===== src/rtl/traffic_phase_fsm_if.sv =====
// -----------------------------------------------------------------------------
// traffic_phase_fsm_if
// Signal bundle between the phase controller, the seconds counter and the
// sensor/lamp board.
//   count        seconds since last reset_count (from the seconds counter)
//   side_car     side-road vehicle sensor, asynchronous level
//   ped_btn      pedestrian push button, asynchronous, active-high
//   reset_count  one-cycle pulse clearing the seconds counter
//   main_light   {red, yellow, green}, one-hot
//   side_light   {red, yellow, green}, one-hot
//   walk         pedestrian walk lamp
//   ped_pending  latched pedestrian request (wait indicator)
//   phase        current FSM state encoding, debug only
// slave  = the phase controller, master = counter/sensor side (or bench).
// -----------------------------------------------------------------------------
interface traffic_phase_fsm_if;
    logic [5:0] count;
    logic       side_car;
    logic       ped_btn;
    logic       reset_count;
    logic [2:0] main_light;
    logic [2:0] side_light;
    logic       walk;
    logic       ped_pending;
    logic [2:0] phase;

    modport master (
        output count, side_car, ped_btn,
        input  reset_count, main_light, side_light, walk, ped_pending, phase
    );

    modport slave (
        input  count, side_car, ped_btn,
        output reset_count, main_light, side_light, walk, ped_pending, phase
    );
endinterface


===== src/rtl/traffic_phase_fsm.sv =====
// -----------------------------------------------------------------------------
// traffic_phase_fsm
// Phase controller for a two-road intersection. Sequences main-road,
// side-road and pedestrian signals from the seconds count and restarts the
// seconds counter on every phase change.
// Ports:
//   clk    system clock
//   reset  asynchronous, active-high
//   bus    traffic_phase_fsm_if.slave (count/sensors in, lamps/pulse out)
// -----------------------------------------------------------------------------
module traffic_phase_fsm #(
    parameter int unsigned T_MAIN_MIN   = 20,
    parameter int unsigned T_MAIN_MAX   = 60,
    parameter int unsigned T_YELLOW     = 3,
    parameter int unsigned T_ALL_RED    = 2,
    parameter int unsigned T_SIDE_GREEN = 15,
    parameter int unsigned T_WALK       = 10
) (
    input  logic               clk,
    input  logic               reset,
    traffic_phase_fsm_if.slave bus
);

    localparam logic [2:0] ALL_RED_A   = 3'd0;
    localparam logic [2:0] MAIN_GREEN  = 3'd1;
    localparam logic [2:0] MAIN_YELLOW = 3'd2;
    localparam logic [2:0] ALL_RED_B   = 3'd3;
    localparam logic [2:0] SIDE_GREEN  = 3'd4;
    localparam logic [2:0] SIDE_YELLOW = 3'd5;

    localparam logic [2:0] LIGHT_RED    = 3'b100;
    localparam logic [2:0] LIGHT_YELLOW = 3'b010;
    localparam logic [2:0] LIGHT_GREEN  = 3'b001;

    // Thresholds narrowed to the count width; count saturates at 63, so a
    // saturated count satisfies every >= comparison.
    localparam logic [5:0] MAIN_MIN_C   = 6'(T_MAIN_MIN);
    localparam logic [5:0] MAIN_MAX_C   = 6'(T_MAIN_MAX);
    localparam logic [5:0] YELLOW_C     = 6'(T_YELLOW);
    localparam logic [5:0] ALL_RED_C    = 6'(T_ALL_RED);
    localparam logic [5:0] SIDE_GREEN_C = 6'(T_SIDE_GREEN);
    localparam logic [5:0] WALK_C       = 6'(T_WALK);

    logic [2:0] state;
    logic [2:0] state_next;
    logic       side_s1, side_s2;
    logic       ped_s1, ped_s2, ped_prev;
    logic       ped_edge;
    logic       ped_pending_q;
    logic       walk_grant;
    logic       reset_count_q;
    logic [2:0] main_q, side_q;
    logic       timer_ok;
    logic       enter_side_green;
    logic       exit_side_green;

    // Two-flop synchronizers; ped_prev gives rising-edge detection on the
    // synchronized button.
    always_ff @(posedge clk or posedge reset) begin
        if (reset) begin
            side_s1  <= 1'b0;
            side_s2  <= 1'b0;
            ped_s1   <= 1'b0;
            ped_s2   <= 1'b0;
            ped_prev <= 1'b0;
        end else begin
            side_s1  <= bus.side_car;
            side_s2  <= side_s1;
            ped_s1   <= bus.ped_btn;
            ped_s2   <= ped_s1;
            ped_prev <= ped_s2;
        end
    end

    assign ped_edge = ped_s2 & ~ped_prev;

    // While reset_count is high the counter has not cleared yet, so count
    // still carries the previous phase's value and must be ignored.
    assign timer_ok = ~reset_count_q;

    always_comb begin
        state_next = state;
        case (state)
            ALL_RED_A:
                if (timer_ok && bus.count >= ALL_RED_C) state_next = MAIN_GREEN;
            MAIN_GREEN:
                if (timer_ok &&
                    ((bus.count >= MAIN_MIN_C && (side_s2 || ped_pending_q)) ||
                     bus.count >= MAIN_MAX_C))
                    state_next = MAIN_YELLOW;
            MAIN_YELLOW:
                if (timer_ok && bus.count >= YELLOW_C) state_next = ALL_RED_B;
            ALL_RED_B:
                if (timer_ok && bus.count >= ALL_RED_C) state_next = SIDE_GREEN;
            SIDE_GREEN:
                if (timer_ok && bus.count >= SIDE_GREEN_C) state_next = SIDE_YELLOW;
            SIDE_YELLOW:
                if (timer_ok && bus.count >= YELLOW_C) state_next = ALL_RED_A;
            default:
                state_next = ALL_RED_A;  // illegal encodings recover unconditionally
        endcase
    end

    assign enter_side_green = (state_next == SIDE_GREEN) && (state != SIDE_GREEN);
    assign exit_side_green  = (state == SIDE_GREEN) && (state_next != SIDE_GREEN);

    function automatic logic [2:0] main_decode(input logic [2:0] s);
        case (s)
            MAIN_GREEN:  main_decode = LIGHT_GREEN;
            MAIN_YELLOW: main_decode = LIGHT_YELLOW;
            default:     main_decode = LIGHT_RED;
        endcase
    endfunction

    function automatic logic [2:0] side_decode(input logic [2:0] s);
        case (s)
            SIDE_GREEN:  side_decode = LIGHT_GREEN;
            SIDE_YELLOW: side_decode = LIGHT_YELLOW;
            default:     side_decode = LIGHT_RED;
        endcase
    endfunction

    // Lights are decoded from the next state so they change on the same edge
    // as the state register.
    always_ff @(posedge clk or posedge reset) begin
        if (reset) begin
            state         <= ALL_RED_A;
            reset_count_q <= 1'b0;
            main_q        <= LIGHT_RED;
            side_q        <= LIGHT_RED;
            ped_pending_q <= 1'b0;
            walk_grant    <= 1'b0;
        end else begin
            state         <= state_next;
            reset_count_q <= (state_next != state);
            main_q        <= main_decode(state_next);
            side_q        <= side_decode(state_next);

            // A button edge coinciding with SIDE_GREEN entry wins, so that
            // request is carried into the next cycle of phases.
            if (ped_edge)
                ped_pending_q <= 1'b1;
            else if (enter_side_green)
                ped_pending_q <= 1'b0;

            if (enter_side_green)
                walk_grant <= ped_pending_q;
            else if (exit_side_green)
                walk_grant <= 1'b0;
        end
    end

    assign bus.reset_count = reset_count_q;
    assign bus.main_light  = main_q;
    assign bus.side_light  = side_q;
    assign bus.ped_pending = ped_pending_q;
    assign bus.phase       = state;
    assign bus.walk        = (state == SIDE_GREEN) && walk_grant && (bus.count < WALK_C);

endmodule


===== src/flat_wrapper.sv =====
// flat-port wrapper written by rule: the top's interface ports become plain ports
module traffic_phase_fsm_flat 
#(
    parameter int unsigned T_MAIN_MIN   = 20,
    parameter int unsigned T_MAIN_MAX   = 60,
    parameter int unsigned T_YELLOW     = 3,
    parameter int unsigned T_ALL_RED    = 2,
    parameter int unsigned T_SIDE_GREEN = 15,
    parameter int unsigned T_WALK       = 10
)
  (clk, reset, bus_count, bus_side_car, bus_ped_btn, bus_reset_count, bus_main_light, bus_side_light, bus_walk, bus_ped_pending, bus_phase);
  traffic_phase_fsm_if bus_i ();
  input  logic clk;
  input  logic reset;
  input wire logic [$bits(bus_i.count)-1:0] bus_count;
  input wire logic [$bits(bus_i.side_car)-1:0] bus_side_car;
  input wire logic [$bits(bus_i.ped_btn)-1:0] bus_ped_btn;
  output wire logic [$bits(bus_i.reset_count)-1:0] bus_reset_count;
  output wire logic [$bits(bus_i.main_light)-1:0] bus_main_light;
  output wire logic [$bits(bus_i.side_light)-1:0] bus_side_light;
  output wire logic [$bits(bus_i.walk)-1:0] bus_walk;
  output wire logic [$bits(bus_i.ped_pending)-1:0] bus_ped_pending;
  output wire logic [$bits(bus_i.phase)-1:0] bus_phase;
  assign bus_i.count = bus_count;
  assign bus_i.side_car = bus_side_car;
  assign bus_i.ped_btn = bus_ped_btn;
  assign bus_reset_count = bus_i.reset_count;
  assign bus_main_light = bus_i.main_light;
  assign bus_side_light = bus_i.side_light;
  assign bus_walk = bus_i.walk;
  assign bus_ped_pending = bus_i.ped_pending;
  assign bus_phase = bus_i.phase;
  traffic_phase_fsm #(.T_MAIN_MIN(T_MAIN_MIN), .T_MAIN_MAX(T_MAIN_MAX), .T_YELLOW(T_YELLOW), .T_ALL_RED(T_ALL_RED), .T_SIDE_GREEN(T_SIDE_GREEN), .T_WALK(T_WALK)) u_core (.clk(clk), .reset(reset), .bus(bus_i));
endmodule

===== config.mk =====
export PLATFORM = sky130hd
export DESIGN_NAME = traffic_phase_fsm_flat
export DESIGN_NICKNAME = d
export VERILOG_FILES = /design/src/rtl/traffic_phase_fsm_if.sv /design/src/rtl/traffic_phase_fsm.sv /design/src/flat_wrapper.sv
export SDC_FILE = /design/constraint.sdc
export NUM_CORES = 1
export LEC_CHECK = 0
export BUFFER_PORTS_ARGS = -buffer_cell sky130_fd_sc_hd__buf_2
export CORE_MARGIN = 10
export CORE_UTILIZATION = 45
export CTS_CLUSTER_DIAMETER = 100
export DETAILED_ROUTE_END_ITERATION = 16
export MAX_ROUTING_LAYER = met4
export PLACE_DENSITY_LB_ADDON = 0.12
export SLEW_MARGIN = 20
export SYNTH_ARGS = -nofsm -noshare
export SYNTH_HDL_FRONTEND = slang
export SYNTH_SLANG_ARGS = --single-unit

===== constraint.sdc =====
create_clock -name clk -period 1.9 [get_ports clk]
set_clock_uncertainty 0.2 [all_clocks]
set_input_delay 0.57 -clock clk [delete_from_list [all_inputs] [get_ports clk]]
set_output_delay 0.57 -clock clk [all_outputs]
set_load 0.01 [all_outputs]

======== Word level (Yosys, flattened, before mapping) ========
Cells that the tools add are included.
storage, ports and cells
  register bits after elaboration ......... 17
  input port bits ......................... 10
  output and inout bits ................... 12
  logic and storage cells ................. 59
operators by class
  order comparisons ....................... 6
  eq/ne operators ......................... 12
  muxes and demuxes ....................... 13
  bitwise gates (word level) .............. 3
  reductions and logical operators ........ 14
operator list
  operator                                                               count
  3-bit two-way mux                                                      6
  3-bit case mux with 6 select lines                                     1
  3-bit == test, second input constant                                   4
  6-bit by 2-bit >= comparator with 1-bit output, second input constant  2
  3-bit case mux with 2 select lines                                     2
  3-bit by 2-bit == test with 1-bit output, second input constant        3
  1-bit logical AND                                                      9
  3-bit by 1-bit == test with 1-bit output, second input constant        2
  6-bit by 4-bit >= comparator with 1-bit output, second input constant  1
  6-bit by 5-bit >= comparator with 1-bit output, second input constant  1
  6-bit >= comparator, second input constant                             1
  6-bit by 4-bit < comparator with 1-bit output, second input constant   1
  3-bit != test, second input constant                                   2
  1-bit two-way mux                                                      4
  2-bit nonzero test                                                     2
  3-bit logical NOT                                                      1
  3-bit != test                                                          1
  1-bit logical OR                                                       2
  1-bit inverter                                                         2
  1-bit AND                                                              1

======== Depth between registers and ports, before layout ========
  depth in word-level cells ............... 10
  gate-level depth with buffers ........... 8
  depth with buffers taken out ............ 8

======== Worst setup path before layout ========
No wires, ideal clock.
  path type ............................... input to register
  start ................................... input bus_count[4]
  end ..................................... register u_core.walk_grant
  setup time .............................. 0.126 ns
  data arrival time ....................... 2.040 ns
  data required time ...................... 1.574 ns
  setup slack ............................. -0.466 ns
  stages .................................. 8
  path buffers ............................ 0
  path through ............................ or4_4 -> o21bai_2 -> a22oi_1 -> o21a_4 -> and2_1 -> ha_1 -> nand2_1 -> o21ai_0
on the way
  cells in the longest elaborated chain, start to end .. 9
  elaborated cells between the ends (all ways) .. 24
  classes of those cells .................. 5 x order compare; 2 x eq/ne; 8 x mux; 9 x reduce/logical
RTL lines
  element                                                  RTL line                                            text
  start: declaration                                       flat_wrapper.sv:15                                  input wire logic [$bits(bus_i.count)-1:0] bus_count;
  6-bit by 5-bit >= comparator with 1-bit output           traffic_phase_fsm.sv:88                             ((bus.count >= MAIN_MIN_C && (side_s2 || ped_pending_q)) ||
  1-bit logical AND                                        traffic_phase_fsm.sv:88
  1-bit logical OR                                         traffic_phase_fsm.sv:88
  1-bit logical AND                                        traffic_phase_fsm.sv:87                             if (timer_ok &&
  3-bit two-way mux                                        traffic_phase_fsm.sv:87
  3-bit case mux with 6 select lines *                     traffic_phase_fsm.sv:83                             case (state)
  3-bit == test or 3-bit != test (tied branches)           traffic_phase_fsm.sv:104, traffic_phase_fsm.sv:105
  1-bit logical AND, on equally long branches              traffic_phase_fsm.sv:104, traffic_phase_fsm.sv:105
  1-bit two-way mux or 2-bit nonzero test (tied branches)  -
  end signal: assignment                                   traffic_phase_fsm.sv:147                            walk_grant <= ped_pending_q;
  end: declaration                                         traffic_phase_fsm.sv:50                             logic walk_grant;
Every way passes the cells marked *; elsewhere a longest branch is shown, timed or not.
A chain may end at the register's enable or synchronous reset.

======== Worst setup path in the final report ========
  start ................................... input bus_count[2]
  end ..................................... output bus_walk
on the way
  cells in the longest elaborated chain, start to end .. 2
RTL lines
  element                                        RTL line                  text
  6-bit by 4-bit < comparator with 1-bit output  traffic_phase_fsm.sv:158  assign bus.walk = (state == SIDE_GREEN) && walk_grant && (bus.count < WALK_C);
  1-bit logical AND                              traffic_phase_fsm.sv:158
  end: declaration                               flat_wrapper.sv:21        output wire logic [$bits(bus_i.walk)-1:0] bus_walk;
No other way between the ends.

==> key figures <==
Status
  • Status: complete, but fails checks
  • Failing checks: negative setup slack

Pwr
  • Int Power: 0.001145 W
  • Combinational Power Share: 59.7%
  • Sequential Power Share: 30.3%
  • Leakage power: 0.5881 nW
  • Power per Cell Area: 1492 mW/mm²
  • Worst vdd ir: 0.0009604 V
  • Sw frac: 38.01%
  • Clock power share: 10.0%
  • Net Sw Power: 0.0007023 W
  • Overall power: 0.001848 W

Setup path
  • Slowest stage delay, CP: 0.27 ns
  • Critical Path Source Type: input port
  • WP data arrival: 1.44 ns
  • Critical path required time: 1.13 ns
  • Worst-path fanout max: 4
  • Worst Setup SP: bus_count[2]
  • Reg2Reg Launch Point: u_core.bus.phase[0]
  • Slowest cell on the critical path: nor4b_4
  • Worst-path cell chain: buf_8 > buf_6 > o21ai_4 > nand3_2 > nor4b_4 > buf_2
  • CP Class: in2out
  • CP endpoint kind: primary output

Clock network
  • CTS Root Cell: clkbuf_4
  • Inserted Clock Buffers: 3
  • CTS clk-pin slew, worst paths: 0.10 ns
  • Clk buf depth: 2
  • CTS tree: done
  • Worst skew pair latency: 0.29 ns
  • CTS sink cnt: 17
  • H-tree Lvls: 1

Drt
  • Detailed Route WL: 2.153 mm
  • Overall via count from detail_route: 759
  • Vias per cell: 5.128
  • Final ANT Viol Nets: 0
  • Avg WL per Cell: 14.55 µm
  • # DRC: 0
  • DRT iter0 DRCs: 20
  • 1st-pass router iterations: 4

Timing
  • Slew headroom: 78.63%
  • Final min period: 2.209 ns
  • Worst-Margin Slew: 0.3190 ns
  • Final Setup Violations: 7
  • Final Hold Fails: 0
  • Fin. max-slew vios: 0
  • RSZ-0062 raised after global routing: yes
  • Final worst-path cycle share: 116.3%
  • Final setup margin: -0.3095 ns
  • Max Freq: 452.6 MHz

Global routing
  • First-pass GRT wire length: 3.539 mm
  • GRT Max-Usage Layer: met2
  • Largest net degree at the start of global routing: 18
  • GRT Residual Overflow: 0
  • GR Util All Layers: 11.05%
  • GR Util met1: 12.01%
  • Met2 GRT Util: 17.51%
  • Initial antenna violation count: 0
  • Number of global-route vias before repair: 778
  • GR Util met3: 2.151%

Synthesis
  • Area share of the leading cell type in the synthesized netlist: 45.39%
  • Synth unique cells: 33
  • Cell area after synthesis: 827.0 µm²
  • Sequential area share after synthesis: 51.74%
  • Mean Syn Cell Area: 10.88 µm²
  • Main area contributors after synthesis: dfrtp_1, dfstp_2, nand2_1
  • Leading area contributor after synthesis: dfrtp_1
  • Most instantiated cells after synthesis: dfrtp_1, nand2_1, nor2_1, inv_1, o21ai_0
  • Mapped Nets: 87
  • YS warnings: 0
  • Main synth FF type: dfrtp_1
  • Most numerous cell in the Yosys netlist: dfrtp_1
  • Yosys reg bits: 17
  • Number of synthesized flops with an enable pin: 0
  • FFs w/ async S/R, synth: 100.0%
  • Cell count after synthesis: 76

Final layout
  • Fin cells: 148
  • Area delta synth->final: 49.77%
  • Nets: 135
  • Register area: 429.2 µm²
  • Share of layout cells above drive strength 1: 56.91%
  • Post-Route Utilization: 71.74%
  • # diodes: 0
  • Layout fillers: 137
  • Area taken by multi-input logic gates: 419.2 µm²

Die
  • Die ar.: 0.003953 mm²
  • Die W: 62.87 µm
  • Die H: 62.87 µm
  • Initial core utilization: 47.90%
  • IO Count: 22
  • FP Rows: 15
  • Std-Cell Core Area: 0.001727 mm²

Placement
  • Placed cells: 141
  • RePlAce Congestion: 0.9305
  • Post-DP HPWL: 1.745 mm
  • IO Port Bufs: 21

Min path
  • HP Class: in2async

Run
  • Max-cap violation count: 0
flip-flops by register name, indices dropped and copies added (netlist names):
name and count:
u_core.walk_grant 1, u_core.bus.side_light 3, u_core.side_s2 1, u_core.side_s1 1, u_core.bus.ped_pending 1, u_core.ped_prev 1
u_core.bus.phase 3, u_core.bus.reset_count 1, u_core.ped_s1 1, u_core.bus.main_light 3, u_core.ped_s2 1
metal layers:
layer / vias to the layer above / routed length, µm / share of wire [%]
met1: 358 / 917 / 43
met2: 24 / 1057 / 49
li1: 369 / - / -
met5: - / 0 / 0
met4: 0 / 85 / 3.9
met3: 8 / 92 / 4.3
final timing paths:
check,to,slack [ns],depth (start not counted)
setup / recovery,bus_walk,-0.31,6
hold / removal,u_core.bus.side_light[0],0.07,3
setup reg to reg,u_core.walk_grant,-0.13,7
hold reg to reg,u_core.side_s2,0.15,0
max in group asynchronous,u_core.bus.side_light[2],1.17,3
min in group clk,u_core.side_s2,0.15,0
logic make-up (layout without fill, tap and decap cells):
group           count (synthesis)  count (layout)  share of synthesized area, %
simple gates                   32              32                         23.30
compound gates                 19              19                         18.45
flops                          17              17                         51.74
buf+inv                         7              54                         4.991
fa+ha+maj                       1               1                         1.513
what timing repair did:
item | in CTS | in global routing
gates resized for setup | 7 | 3
pin swaps | 3 | 0
endpoints found under the setup margin | 7 | 9
buffers inserted | 2 | 2
hold endpoints to repair | 0 | 0
hold buffers | 0 | 0
placed cells by master, fill, tap and decap left out, types with 3 or more instances in the layout:
| cell | netlist | routed |
|---|---|---|
| a21oi_1 | 3 | 3 |
| buf_2 | 0 | 19 |
| buf_4 | 0 | 21 |
| buf_6 | 2 | 4 |
| clkbuf_4 | 0 | 3 |
| dfrtp_1 | 15 | 14 |
| inv_1 | 4 | 4 |
| nand2_1 | 7 | 7 |
| nand2b_1 | 3 | 3 |
| nor2_1 | 5 | 4 |
| o21ai_0 | 4 | 3 |
stage by stage:
step / worst slack (ns) / TNS [ns] / instance area [µm²] / hold WS (ns)
final: -0.3095 / -1.188 / 1239 / 0.07399
after global routing: -0.3830 / -1.691 / 1239 / 0.09607
after floorplan: -0.4126 / -0.9707 / 880.8 / 0.1312
after detailed placement: -0.5967 / -3.986 / 1152 / 0.1347
after global placement: -0.5482 / -3.600 / 1152 / 0.1364
after CTS: -0.3100 / -1.114 / 1217 / 0.07494
power groups by stage:
stage          registers (W)  logic, W  clock network, W
6_report            0.000559   0.00110          0.000185
5_1_grt             0.000571   0.00120          0.000207
4_1_cts             0.000558   0.00108          0.000194
3_5_place_dp        0.000574   0.00103                 0
3_3_place_gp        0.000572   0.00100                 0
2_1_floorplan       0.000637  0.000577                 0
layout make-up:
cell class	count	area share, %
Clock inverter	1	0.4040
Tap cell	25	2.525
Inverter	5	1.515
Multi-Input combinational cell	52	33.84
Timing Repair Buffer	45	25.25
Clock buffer	3	1.818
Sequential cell	17	34.65
critical path, delay by kind of cell:
kind,cells,cell delay (ns)
buf+inv,3,0.38
compound gates,1,0.12
simple gates,2,0.36
Note: power is estimated with default switching activity, not from simulation.
